`src/rtl/fbp_angle_group_scheduler.sv`:
```
// Frame-level sequencer: one angle-data transaction per frame, one back-projection launch per angle group.
// Optional per-wait-state watchdog, enabled by defining FBP_SCHED_TIMEOUT_EN.
module fbp_angle_group_scheduler #(
   parameter int unsigned ANGLE_NUM      = 180,
   parameter int unsigned ANGLE_STEP     = 10,
   parameter int unsigned TIMEOUT_CYCLES = 65535
) (
   input  logic       clk,
   input  logic       arstn,
   input  logic       frame_start,
   input  logic       frame_abort,
   output logic       busy,
   output logic       frame_done,
   output logic [7:0] group_idx,
   output logic       sched_err,
   output logic       sched_timeout,
   output logic       ctl_start_txn,
   output logic       ctl_get_next,
   input  logic [7:0] ctl_angle_num,
   input  logic       ctl_angle_num_valid,
   input  logic       ctl_all_done,
   output logic       bp_start,
   output logic [7:0] bp_angle,
   input  logic       bp_done
);

   localparam int unsigned GROUP_NUM = ANGLE_NUM / ANGLE_STEP;
   localparam int unsigned IDX_W     = 8;
   localparam int unsigned ANG_W     = 8;
   localparam logic [IDX_W-1:0] LAST_GRP = IDX_W'(GROUP_NUM - 1);
   localparam logic [ANG_W-1:0] STEP_A   = ANG_W'(ANGLE_STEP);

   localparam logic [2:0] S_IDLE   = 3'd0;
   localparam logic [2:0] S_LOAD   = 3'd1;
   localparam logic [2:0] S_BSTART = 3'd2;
   localparam logic [2:0] S_BP_RUN = 3'd3;
   localparam logic [2:0] S_DRAIN  = 3'd4;
   localparam logic [2:0] S_DONE   = 3'd5;

   logic [2:0]       state_q, state_d;
   logic             busy_q, busy_d;
   logic             frame_done_q, frame_done_d;
   logic [IDX_W-1:0] group_idx_q, group_idx_d;
   logic             sched_err_q, sched_err_d;
   logic             ctl_start_txn_q, ctl_start_txn_d;
   logic             ctl_get_next_q, ctl_get_next_d;
   logic             bp_start_q, bp_start_d;
   logic [ANG_W-1:0] bp_angle_q, bp_angle_d;
   logic [ANG_W-1:0] exp_angle_c;
   logic             timeout_hit_c;

   // Angle the controller should deliver for the current group
   assign exp_angle_c = ANG_W'(group_idx_q * STEP_A);

   always_comb begin
      state_d         = state_q;
      busy_d          = busy_q;
      frame_done_d    = 1'b0;
      group_idx_d     = group_idx_q;
      sched_err_d     = sched_err_q;
      ctl_start_txn_d = 1'b0;
      ctl_get_next_d  = 1'b0;
      bp_start_d      = 1'b0;
      bp_angle_d      = bp_angle_q;

      if (frame_abort && (state_q != S_IDLE)) begin
         state_d     = S_IDLE;
         busy_d      = 1'b0;
         group_idx_d = '0;
      end else begin
         case (state_q)
            S_IDLE: begin
               if (frame_start && !frame_abort) begin
                  state_d         = S_LOAD;
                  busy_d          = 1'b1;
                  group_idx_d     = '0;
                  sched_err_d     = 1'b0;
                  ctl_start_txn_d = 1'b1;
               end
            end
            S_LOAD: begin
               if (ctl_angle_num_valid) begin
                  bp_angle_d = ctl_angle_num;
                  state_d    = S_BSTART;
                  if (ctl_angle_num != exp_angle_c) sched_err_d = 1'b1;
               end else if (timeout_hit_c) begin
                  state_d     = S_IDLE;
                  busy_d      = 1'b0;
                  group_idx_d = '0;
                  sched_err_d = 1'b1;
               end
            end
            S_BSTART: begin
               bp_start_d = 1'b1;
               state_d    = S_BP_RUN;
            end
            S_BP_RUN: begin
               if (bp_done) begin
                  if (group_idx_q == LAST_GRP) begin
                     state_d = S_DRAIN;
                  end else begin
                     group_idx_d    = group_idx_q + IDX_W'(1);
                     ctl_get_next_d = 1'b1;
                     state_d        = S_LOAD;
                  end
               end else if (timeout_hit_c) begin
                  state_d     = S_IDLE;
                  busy_d      = 1'b0;
                  group_idx_d = '0;
                  sched_err_d = 1'b1;
               end
            end
            S_DRAIN: begin
               if (ctl_all_done) begin
                  state_d = S_DONE;
               end else if (timeout_hit_c) begin
                  state_d     = S_IDLE;
                  busy_d      = 1'b0;
                  group_idx_d = '0;
                  sched_err_d = 1'b1;
               end
            end
            S_DONE: begin
               frame_done_d = 1'b1;
               busy_d       = 1'b0;
               state_d      = S_IDLE;
            end
            default: begin
               state_d     = S_IDLE;
               busy_d      = 1'b0;
               group_idx_d = '0;
            end
         endcase
      end

      // Handshakes arriving in the wrong state are dropped but flagged
      if (bp_done && (state_q != S_BP_RUN)) sched_err_d = 1'b1;
      if (ctl_angle_num_valid && (state_q != S_LOAD)) sched_err_d = 1'b1;
   end

   always_ff @(posedge clk or negedge arstn) begin
      if (!arstn) begin
         state_q         <= S_IDLE;
         busy_q          <= 1'b0;
         frame_done_q    <= 1'b0;
         group_idx_q     <= '0;
         sched_err_q     <= 1'b0;
         ctl_start_txn_q <= 1'b0;
         ctl_get_next_q  <= 1'b0;
         bp_start_q      <= 1'b0;
         bp_angle_q      <= '0;
      end else begin
         state_q         <= state_d;
         busy_q          <= busy_d;
         frame_done_q    <= frame_done_d;
         group_idx_q     <= group_idx_d;
         sched_err_q     <= sched_err_d;
         ctl_start_txn_q <= ctl_start_txn_d;
         ctl_get_next_q  <= ctl_get_next_d;
         bp_start_q      <= bp_start_d;
         bp_angle_q      <= bp_angle_d;
      end
   end

`ifdef FBP_SCHED_TIMEOUT_EN
   localparam int unsigned CNT_W = 16;
   localparam logic [CNT_W-1:0] TO_LAST = CNT_W'(TIMEOUT_CYCLES - 1);

   logic [CNT_W-1:0] wd_cnt_q, wd_cnt_d;
   logic             wait_state_c;
   logic             sched_timeout_q, sched_timeout_d;

   assign wait_state_c  = (state_q == S_LOAD) || (state_q == S_BP_RUN) || (state_q == S_DRAIN);
   assign timeout_hit_c = wait_state_c && (wd_cnt_q == TO_LAST);

   // Only the watchdog can move a wait state to IDLE without an abort
   always_comb begin
      wd_cnt_d        = wd_cnt_q;
      sched_timeout_d = timeout_hit_c && !frame_abort && (state_d == S_IDLE);
      if (state_d != state_q) begin
         wd_cnt_d = '0;
      end else if (wait_state_c) begin
         wd_cnt_d = wd_cnt_q + CNT_W'(1);
      end
   end

   always_ff @(posedge clk or negedge arstn) begin
      if (!arstn) begin
         wd_cnt_q        <= '0;
         sched_timeout_q <= 1'b0;
      end else begin
         wd_cnt_q        <= wd_cnt_d;
         sched_timeout_q <= sched_timeout_d;
      end
   end

   assign sched_timeout = sched_timeout_q;
`else
   logic unused_timeout_cfg;
   assign unused_timeout_cfg = ^32'(TIMEOUT_CYCLES);
   assign timeout_hit_c      = 1'b0;
   assign sched_timeout      = 1'b0;
`endif

   assign busy          = busy_q;
   assign frame_done    = frame_done_q;
   assign group_idx     = group_idx_q;
   assign sched_err     = sched_err_q;
   assign ctl_start_txn = ctl_start_txn_q;
   assign ctl_get_next  = ctl_get_next_q;
   assign bp_start      = bp_start_q;
   assign bp_angle      = bp_angle_q;

endmodule

```
`config.mk`:
```
export PLATFORM = sky130hd
export DESIGN_NAME = fbp_angle_group_scheduler
export DESIGN_NICKNAME = d
export VERILOG_FILES = /design/src/rtl/fbp_angle_group_scheduler.sv
export SDC_FILE = /design/constraint.sdc
export NUM_CORES = 1
export LEC_CHECK = 0
export BUFFER_PORTS_ARGS = -buffer_cell sky130_fd_sc_hd__buf_2
export CORE_MARGIN = 2
export CORE_UTILIZATION = 40
export DETAILED_ROUTE_END_ITERATION = 16
export MAX_ROUTING_LAYER = met4
export PLACE_DENSITY = 0.71
export SETUP_SLACK_MARGIN = 0.2
export SYNTH_ARGS = -nofsm -noshare
export SYNTH_HDL_FRONTEND = slang
export SYNTH_SLANG_ARGS = --single-unit
```
`constraint.sdc`:
```
create_clock -name clk -period 2.3 [get_ports clk]
set_input_delay 0.23 -clock clk [delete_from_list [all_inputs] [get_ports clk]]
set_output_delay 0.23 -clock clk [all_outputs]
set_load 0.03 [all_outputs]
```
==> summary.md, run 1 <==
| Metric | Value |
|---|---|
| Status | finished, violations left |
| Failing checks | negative setup slack |
| CP required | 2.46 ns |
| Total CTS buffers | 3 |
| Max-slew headroom | 0.6255 |
| Mapped Nets | 179 |
| Sequential cell area fraction in the yosys report | 0.3978 |
| Pre-CTS setup slack | -0.1548 ns |
| Crit-path max FO | 2 |
| Reg power frac | 0.361 |
| HPWL after DPL | 2626 microns |
| Synth warn | 0 |
| H-tree Lvls | 1 |
| Hold Path Class | input port to register |
| Setup crit start kind | register |
| Final hold slack | 0.2190 ns |
| CP bufs+invs | 1 |
| Post-synth top area cell | dfrtp_1 |
| # nets final | 223 |
| Final hold vios | 0 |
| Worst path slowest cell | fa_2 |
| Initial Utilization | 0.4232 |
| Clock power frac | 0.141 |
| Post-route DRC | 0 |
| Cell mode on critical path | ha_4 |
| CTS tree | built |
| P&R area growth vs syn | 25.70% |
| Global-route wire length before repair | 5809 microns |
| Post-layout util | 0.5320 |
| Initial antenna violation count | 0 |
| Clock transition at path regs | 0.09 ns |
| Longest Clk Path Bufs | 2 |
| Port Buffer Count | 36 |
| Min cycle time layout | 2.442 ns |
| Sw frac | 0.4326 |
| F_max | 409.5 MHz |
| RSZ-0062 raised after global routing | yes |
| # diodes | 0 |
| Die area | 0.004450 sq mm |
| Vias | 1353 |
| Total grt overflow | 0 |
| Root Buffer | clkbuf_8 |
| Pins Over Slew Limit | 0 |
| Worst Clk Skew | 0.007621 ns |
| Power Density | 924.0 mW/mm^2 |
| Post-synth top area share | 0.3978 |
| Logic pwr share | 0.498 |
| EDFF count, synth | 0 |
| Drt pass-1 iters | 4 |
| Starting DRC count in detailed routing | 88 |
| Final period util | 1.062 |
| Routed wire length | 3554 microns |
| Most used DFF post-synth | dfrtp_1 |
| Most frequent cells in the layout | 36 x buf_2, 21 x dfrtp_1, 12 x nor2_1, 10 x mux2_2, 8 x buf_4 |
| Synthesized area per cell | 10.21 sq um |
| CP peak stage delay | 0.52 ns |
| Final WS setup | -0.1417 ns |
| Worst-Margin Slew | 0.5617 ns |
| Cell family with most CP delay | adder cells |
| Synth async-reset ratio | 1.000 |
| Commonest non-fill, non-tap cell in the layout | buf_2 |
| Gate Count Post-Synth | 154 |
| WL per Instance | 14.51 microns |
| VDD IR max | 0.0006809 V |
| Clock sinks | 25 |
| Switching pwr | 790.2 uW |
| Core Region | 0.003716 sq mm |
| Yosys cell types | 48 |
| Antenna Nets Post-Route | 0 |
| Layout cells sized above 1 | 0.3807 |
| Total GRT Usage | 0.1764 |
| Clk Latency, worst-skew pair | 0.27 ns |
| Crit path cell chain | ha_4 > ha_4 > inv_2 > fa_2 > xor2_1 > nand4_1 > o41ai_2 > mux2_2 |
| Max Cap Viol | 0 |
| Die X | 66.71 microns |
| RePlAce Congestion | 0.8219 |
| # IOs | 38 |
| Post-Synthesis Cell Area | 0.001573 sq mm |
| CP Data Arrival Time | 2.60 ns |
| Vias in the first global route | 1263 |
| # rows | 22 |
| Die height | 66.71 microns |
| CP Class | register to register |
| Largest net degree at the start of global routing | 26 |
| Critical path endpoint category | register |
| Mean number of vias per cell | 5.522 |
| Leakage | 0.0009323 uW |
| Register bit total from synthesis | 25 |
| Largest cells by area after synthesis | dfrtp_1 40%, ha_1 7.2%, mux2_2 7.2% |
| Internal power | 1037 uW |
| Setup violations, final | 1 |
[kinds of logic (layout without fill, tap and decap cells)]
| family | Yosys count | count (layout) | share of synthesized area |
|---|---|---|---|
| mux | 11 | 11 | 0.07796 |
| compound gates | 35 | 35 | 0.1655 |
| simple gates | 46 | 46 | 0.1647 |
| buf+inv | 14 | 57 | 0.03978 |
| other cells | 1 | 1 | 0.002384 |
| flops | 25 | 25 | 0.3978 |
| fa+ha+maj | 11 | 11 | 0.09069 |
| xor+xnor | 11 | 11 | 0.06126 |
[metal layers]
layer	track usage	wire length (microns)
met5	-	0
met4	0.03571	19
met3	0.03547	170
met2	0.2813	1665
met1	0.2346	1699
[final cells by class]
type                    instances  area, sq um
repair buffers                 46        261.5
fillers                       355         1739
flip-flops and latches         25        630.6
multi-input cells             115        953.4
inverters                       7        26.28
clock buffers                   4        45.04
well taps                      48        60.06
[per-stage QoR]
step                      power [uW]  instance area (sq um)  cells  setup TNS (ns)
after CTS                       1827                   1939    244         -0.1167
after global routing            1963                   1977    245         -0.2220
final                           1827                   1977    245         -0.1417
after detailed placement        1559                   1862    239         -0.1548
after global placement          1541                   1862    239        -0.09530
after floorplan                 1306                   1598    154         -0.1869
[synth_stat cells, drive strengths merged, types with 3 or more instances]
| cell type | n |
|---|---|
| buf | 5 |
| nand2b | 4 |
| nand2 | 4 |
| a31oi | 4 |
| mux2 | 10 |
| a21oi | 6 |
| inv | 7 |
| ha | 9 |
| xor2 | 3 |
| nor3 | 5 |
| nand3 | 3 |
| o21ai | 4 |
| xnor2 | 8 |
| and3 | 5 |
| nor2 | 12 |
| nor2b | 5 |
| dfrtp | 25 |
[final timing paths]
path / startpoint / endpoint / slack [ns] / depth (start not counted)
min in group asynchronous: arstn / ctl_start_txn / 0.49 / 2
max: group_idx[1] / sched_err / -0.14 / 8
min reg2reg: bp_angle[2] / bp_angle[2] / 0.50 / 1
max reg2reg: group_idx[1] / sched_err / -0.14 / 8
min: ctl_angle_num[0] / bp_angle[0] / 0.22 / 2
max in group asynchronous: arstn / group_idx[3] / 1.40 / 2
[sequential cells by signal (all words and copies together), names as in the netlist]
register       count
ctl_get_next       1
group_idx          8
state_q            3
frame_done         1
sched_err          1
bp_start           1
ctl_start_txn      1
busy               1
bp_angle           8
[power groups by stage]
stage	sequential [uW]	combinational [uW]	clock (uW)
6_report	660	910	257
5_1_grt	683	989	292
4_1_cts	659	897	271
3_5_place_dp	668	891	0
3_3_place_gp	662	879	0
2_1_floorplan	861	445	0
[timing repair]
action | in CTS | in global routing
buffers inserted | 0 | 1
gates cloned | 0 | 0
hold buffers | 1 | 0
resized for setup | 5 | 5
pin swaps | 7 | 5
hold endpoints to repair | 25 | 0
setup endpoints to repair | 1 | 2
(Power assumes the default switching activity.)
==> inputs of run 2 (changes only) <==
- CORE_UTILIZATION: 40 -> 48
- PLACE_DENSITY: 0.71 -> 0.82
==> run 2 against run 1 <==
Effect of this change: the flow still finishes with violations (negative setup slack); wire length increased by 7.4%; hold slack got worse by 0.081 ns; clock power decreased by 18%; final cell count decreased by 1.2%.
==> summary.md, run 2 (synthesis results as in run 1) <==
| Metric | Value |
|---|---|
| Largest net degree at the start of global routing | 26 |
| Max Cap Viol | 0 |
| CP Data Arrival Time | 2.64 ns |
| Clock power frac | 0.116 |
| CTS tree | built |
| Placed cell count | 234 |
| Final WS setup | -0.1008 ns |
| Clk Latency, worst-skew pair | 0.33 ns |
| Clock transition at path regs | 0.16 ns |
| Total GRT Usage | 0.2239 |
| Worst-Margin Slew | 0.5488 ns |
| CP peak stage delay | 0.46 ns |
| Initial antenna violation count | 0 |
| Tot Pwr | 1813 uW |
| WL per Instance | 15.78 microns |
| CP bufs+invs | 1 |
| # rows | 20 |
| Commonest non-fill, non-tap cell in the layout | buf_2 |
| Initial Utilization | 0.5110 |
| Status | finished, violations left |
| Final hold vios | 0 |
| Hold Path Class | input port to register |
| Total CTS buffers | 3 |
| Drt pass-1 iters | 4 |
| Vias | 1364 |
| Layout cells sized above 1 | 0.4091 |
| HPWL after DPL | 2771 microns |
| VDD IR max | 0.0004295 V |
| Crit-path max FO | 2 |
| Worst path slowest cell | dfrtp_2 |
| # nets final | 224 |
| Core Region | 0.003078 sq mm |
| Internal power | 994.8 uW |
| Final instance area | 0.001996 sq mm |
| Sw frac | 0.4513 |
| Failing checks | negative setup slack |
| Die height | 61.24 microns |
| Die X | 61.24 microns |
| Min cycle time layout | 2.401 ns |
| Setup violations, final | 1 |
| Critical path endpoint category | register |
| Setup crit start kind | register |
| Global-route wire length before repair | 5940 microns |
| Logic pwr share | 0.515 |
| Power Density | 908.4 mW/mm^2 |
| # diodes | 0 |
| Mean number of vias per cell | 5.636 |
| Post-route DRC | 0 |
| Worst Clk Skew | 0.01623 ns |
| P&R area growth vs syn | 26.89% |
| Port Buffer Count | 36 |
| CP required | 2.54 ns |
| Reg power frac | 0.369 |
| Total grt overflow | 0 |
| Dpl cell area | 0.001849 sq mm |
| RSZ-0062 raised after global routing | yes |
| Antenna Nets Post-Route | 0 |
| H-tree Lvls | 1 |
| Cell family with most CP delay | adder cells |
| CP Class | register to register |
| Starting DRC count in detailed routing | 37 |
| Pins Over Slew Limit | 0 |
| Vias in the first global route | 1259 |
| Cell mode on critical path | ha_4 |
| F_max | 416.5 MHz |
| Final period util | 1.044 |
| # IOs | 38 |
| Clock sinks | 25 |
| Most frequent cells in the layout | 36 x buf_2, 21 x dfrtp_1, 12 x nor2_1, 10 x mux2_2, 9 x buf_4 |
| Longest Clk Path Bufs | 2 |
| Pre-CTS setup slack | -0.1145 ns |
| Routed wire length | 3818 microns |
| Root Buffer | clkbuf_4 |
| Max-slew headroom | 0.6341 |
| Non-Filler Instances | 242 |
| Switching pwr | 818.1 uW |
| Leakage | 0.0009277 uW |
| Crit path cell chain | ha_4 > ha_4 > inv_2 > fa_2 > xnor2_2 > xnor2_1 > nand4_1 > o41ai_2 > mux2_2 |
| Die area | 0.003750 sq mm |
| RePlAce Congestion | 0.8444 |
[run 2: area by class of cell]
type                       count  area [sq um]
clock buffer                   3         22.52
sequential                    25         630.6
fill                         257          1082
inverter                       7         26.28
multi-input combinational    115         984.7
tap                           44         55.05
clock inverter                 1         7.507
timing repair buffer          47         269.0
[run 2: final timing paths]
kind                                  start           end  depth (start not counted)  slack [ns]
max reg2reg                    group_idx[3]     sched_err                          9       -0.10
max                            group_idx[3]     sched_err                          9       -0.10
max in group asynchronous             arstn  group_idx[1]                          2        1.50
min                        ctl_angle_num[0]   bp_angle[0]                          2        0.14
min in group asynchronous             arstn     sched_err                          2        0.39
min reg2reg                     bp_angle[0]   bp_angle[0]                          1        0.52
[run 2: power groups by stage]
stage	logic, uW	registers (uW)	clock network (uW)
after floorplan	445	861	0
after global placement	858	660	0
after detailed placement	887	679	0
after CTS	893	668	215
after global routing	1000	690	227
final	934	668	211
[run 2: timing repair]
action / CTS / global route
buffers inserted: 0 / 3
gates cloned: 0 / 0
pin swaps: 7 / 3
gates resized for setup: 5 / 10
hold buffers: 1 / 0
endpoints found under the hold margin: 25 / 0
setup endpoints to repair: 1 / 2
[run 2: layer usage]
layer / GRT usage / part of all wire
met5: - / 0
met4: 0.06522 / 0.012
met3: 0.02521 / 0.043
met2: 0.3906 / 0.51
met1: 0.2715 / 0.44
[run 2: through the flow]
step	util	hold WS [ns]	setup TNS [ns]
finish	0.6484	0.1378	-0.1008
global route	0.6484	0.1359	-0.1575
CTS	0.6211	0.1366	-0.1199
detailed placement	0.6008	0.2579	-0.1145
global placement	0.6008	0.2486	-0.07005
floorplan	-	-0.06559	-0.1869
==> inputs of run 3 (changes only) <==
- ABC_AREA: default -> 1
- CORE_UTILIZATION: 48 -> 58
- PLACE_DENSITY: 0.82 -> 0.9
- clock period: 2.3 -> 3.1 ns (I/O delays scaled with it)
==> run 3 against run 2 <==
Effect of this change: the flow finishes with violations (design-rule violations); combinational power fell by 28%; wire length fell by 6.7%; hold slack improved by 0.021 ns; synthesized cell count rose by 48%; first-iteration DRC count rose by 38%; via count rose by 14%; total power fell by 29%; largest cell class unchanged.
==> summary.md, run 3 <==
| Metric | Value |
|---|---|
| Commonest non-fill, non-tap cell in the layout | nand2_1 |
| # diodes | 0 |
| HPWL after DPL | 2834 microns |
| CP Data Arrival Time | 2.57 ns |
| Logic pwr share | 0.521 |
| Die height | 58.72 microns |
| Post-synth top area share | 0.3602 |
| EDFF count, synth | 0 |
| Top Metal Used | met4 |
| Total GRT Usage | 0.2427 |
| Most frequent cells in the layout | 66 x nand2_1, 36 x buf_2, 28 x inv_1, 25 x dfrtp_1, 18 x nor2_1 |
| Failing checks | design-rule violations |
| TNS Setup | 0 ns |
| CP bufs+invs | 2 |
| # nets final | 291 |
| Starting DRC count in detailed routing | 51 |
| CP peak stage delay | 0.49 ns |
| Crit path cell chain | ha_1 > ha_1 > inv_1 > fa_1 > inv_1 > nand2_1 > nand2_1 > nor2_1 > nand2_1 > nor2_1 > nand4_1 > nand2_1 > nand2_1 > nand2_1 |
| Clock sinks | 25 |
| VDD IR max | 0.0004845 V |
| Longest Clk Path Bufs | 2 |
| WL per Instance | 12.04 microns |
| Largest cells by area after synthesis | dfrtp_1 36%, nand2_1 14%, ha_1 6.5% |
| Hold Path Sink | bp_start |
| Reg power frac | 0.363 |
| Synth async-reset ratio | 1.000 |
| Met3 Wirelength | 135 microns |
| Power Density | 662.0 mW/mm^2 |
| Pins Over Slew Limit | 0 |
| Post-route DRC | 1 |
| Post-synth top area cell | dfrtp_1 |
| Total grt overflow | 0 |
| Total CTS buffers | 3 |
| Internal reg-to-reg setup slack | 0.80 ns |
| Tot Pwr | 1290 uW |
| Sequential cell area fraction in the yosys report | 0.3602 |
| Synth cell count leaders | 66 x nand2_1, 28 x inv_1, 25 x dfrtp_1, 18 x nor2_1, 16 x nand3_1 |
| Clk Latency, worst-skew pair | 0.33 ns |
| Min cycle time layout | 2.301 ns |
| R2R cell count | 14 |
| Max-slew headroom | 0.6273 |
| Crit-path max FO | 7 |
| Hold wc startpoint | frame_abort |
| Global-route wire length before repair | 6189 microns |
| Initial Utilization | 0.6191 |
| Origin of the critical flop-to-flop path | group_idx[1] |
| Clock transition at path regs | 0.14 ns |
| PostCTS Resize Cnt | 0 |
| Largest net degree at the start of global routing | 26 |
| Clock power frac | 0.117 |
| Final hold vios | 0 |
| Layout cells sized above 1 | 0.2528 |
| Mapped Nets | 253 |
| Setup crit start kind | register |
| RePlAce Congestion | 0.8327 |
| Status | finished, violations left |
| M1 WL | 1595 microns |
| Most used DFF post-synth | dfrtp_1 |
| Switching pwr | 639.8 uW |
| Final period util | 0.7423 |
| Routed wire length | 3563 microns |
| Antenna Nets Post-Route | 0 |
| Setup violations, final | 0 |
| Max Cap Viol | 0 |
| Hold Path Class | input port to register |
| Register bit total from synthesis | 25 |
| Root Buffer | clkbuf_4 |
| Drt pass-1 iters | 10 |
| Core Region | 0.002805 sq mm |
| P&R area growth vs syn | 12.25% |
| Synthesized area per cell | 7.617 sq um |
| Met2 wire len | 1774 microns |
| CTS tree | built |
| F_max | 434.6 MHz |
| Die X | 58.72 microns |
| Crit. Startpoint | group_idx[1] |
| # IOs | 38 |
| Leakage | 0.001093 uW |
| Synth warn | 0 |
| Vias in the first global route | 1440 |
| Hold Path Depth | 2 |
| Vias | 1560 |
| # rows | 19 |
| RSZ-0062 raised after global routing | no |
| Initial antenna violation count | 0 |
| Critical path endpoint category | register |
| Worst Clk Skew | 0.007766 ns |
| Cell family with most CP delay | adder cells |
| Most numerous cell in the Yosys netlist | nand2_1 |
| Die area | 0.003448 sq mm |
| Yosys cell types | 36 |
| Internal power | 650.6 uW |
| Mean number of vias per cell | 5.270 |
| Cell mode on critical path | nand2_1 |
| Fillers | 243 |
| Sw frac | 0.4958 |
| Port Buffer Count | 36 |
| Gate Count Post-Synth | 228 |
| Worst-Margin Slew | 0.5591 ns |
| R2r endpoint | sched_err |
| H-tree Lvls | 1 |
| Post-Synthesis Cell Area | 0.001737 sq mm |
| CP required | 3.37 ns |
| CP Class | register to register |
| Worst path slowest cell | dfrtp_1 |
## run 3: area by class of cell
| type | instances | area (sq um) | share of cell area |
|---|---|---|---|
| Multi-Input combinational cell | 164 | 933.4 | 0.4788 |
| Clock inverter | 1 | 5.005 | 0.002567 |
| Timing Repair Buffer | 37 | 190.2 | 0.09756 |
| Clock buffer | 3 | 22.52 | 0.01155 |
| Tap cell | 31 | 38.79 | 0.01990 |
| Inverter | 35 | 133.9 | 0.06868 |
| Sequential cell | 25 | 625.6 | 0.3209 |
## run 3: how the worst max path moves through the flow
stage               depth (start not counted)  slack, ns        end
floorplan                                  12       0.88  sched_err
global placement                           13       0.96  sched_err
detailed placement                         13       0.83  sched_err
CTS                                        14       0.81  sched_err
global route                               14       0.67  sched_err
finish                                     14       0.80  sched_err
## run 3: stage by stage
step	hold WS (ns)	instance area [sq um]	instances	setup WS [ns]	util
global placement	0.3322	1912	291	0.9571	0.6815
CTS	0.1449	1949	296	0.8101	0.6949
finish	0.1587	1949	296	0.7988	0.6949
global route	0.1512	1949	296	0.6697	0.6949
detailed placement	0.3387	1912	291	0.8305	0.6815
floorplan	0.01441	1737	228	0.8801	-
## run 3: logic make-up (layout without fill, tap and decap cells)
group,after synthesis,in the layout,synth area share
compound gates,31,31,0.1203
xor+xnor,2,2,0.01009
fa+ha+maj,10,10,0.07637
buf+inv,39,76,0.1023
flops,25,25,0.3602
mux,1,1,0.006484
other cells,1,1,0.002159
simple gates,119,119,0.3220
## run 3: repair_timing
| item | in CTS | in global routing |
|---|---|---|
| endpoints found under the hold margin | 25 | 0 |
| buffers inserted | 0 | 0 |
| hold buffers | 1 | 0 |
| endpoints found under the setup margin | 0 | 0 |
## run 3: metal layers
layer	global-route usage	vias up
li1	-	794
met2	0.4095	37
met3	0.02857	7
met5	-	-
met1	0.2994	722
met4	0.08766	0
## run 3: worst register-to-register path, delay by kind of cell, from the launching register on
kind	cells	cell delay (ns)
buffers and inverters	2	0.10
and+or+nand+nor	9	0.70
adders and majority gates	3	0.97
DFF	1	0.49
## run 3: power by group through the flow
| stage | logic (uW) | registers (uW) | clock network (uW) |
|---|---|---|---|
| after floorplan | 412 | 612 | 0 |
| after global placement | 660 | 473 | 0 |
| after detailed placement | 674 | 475 | 0 |
| after CTS | 676 | 469 | 151 |
| after global routing | 748 | 483 | 164 |
| final | 672 | 468 | 150 |
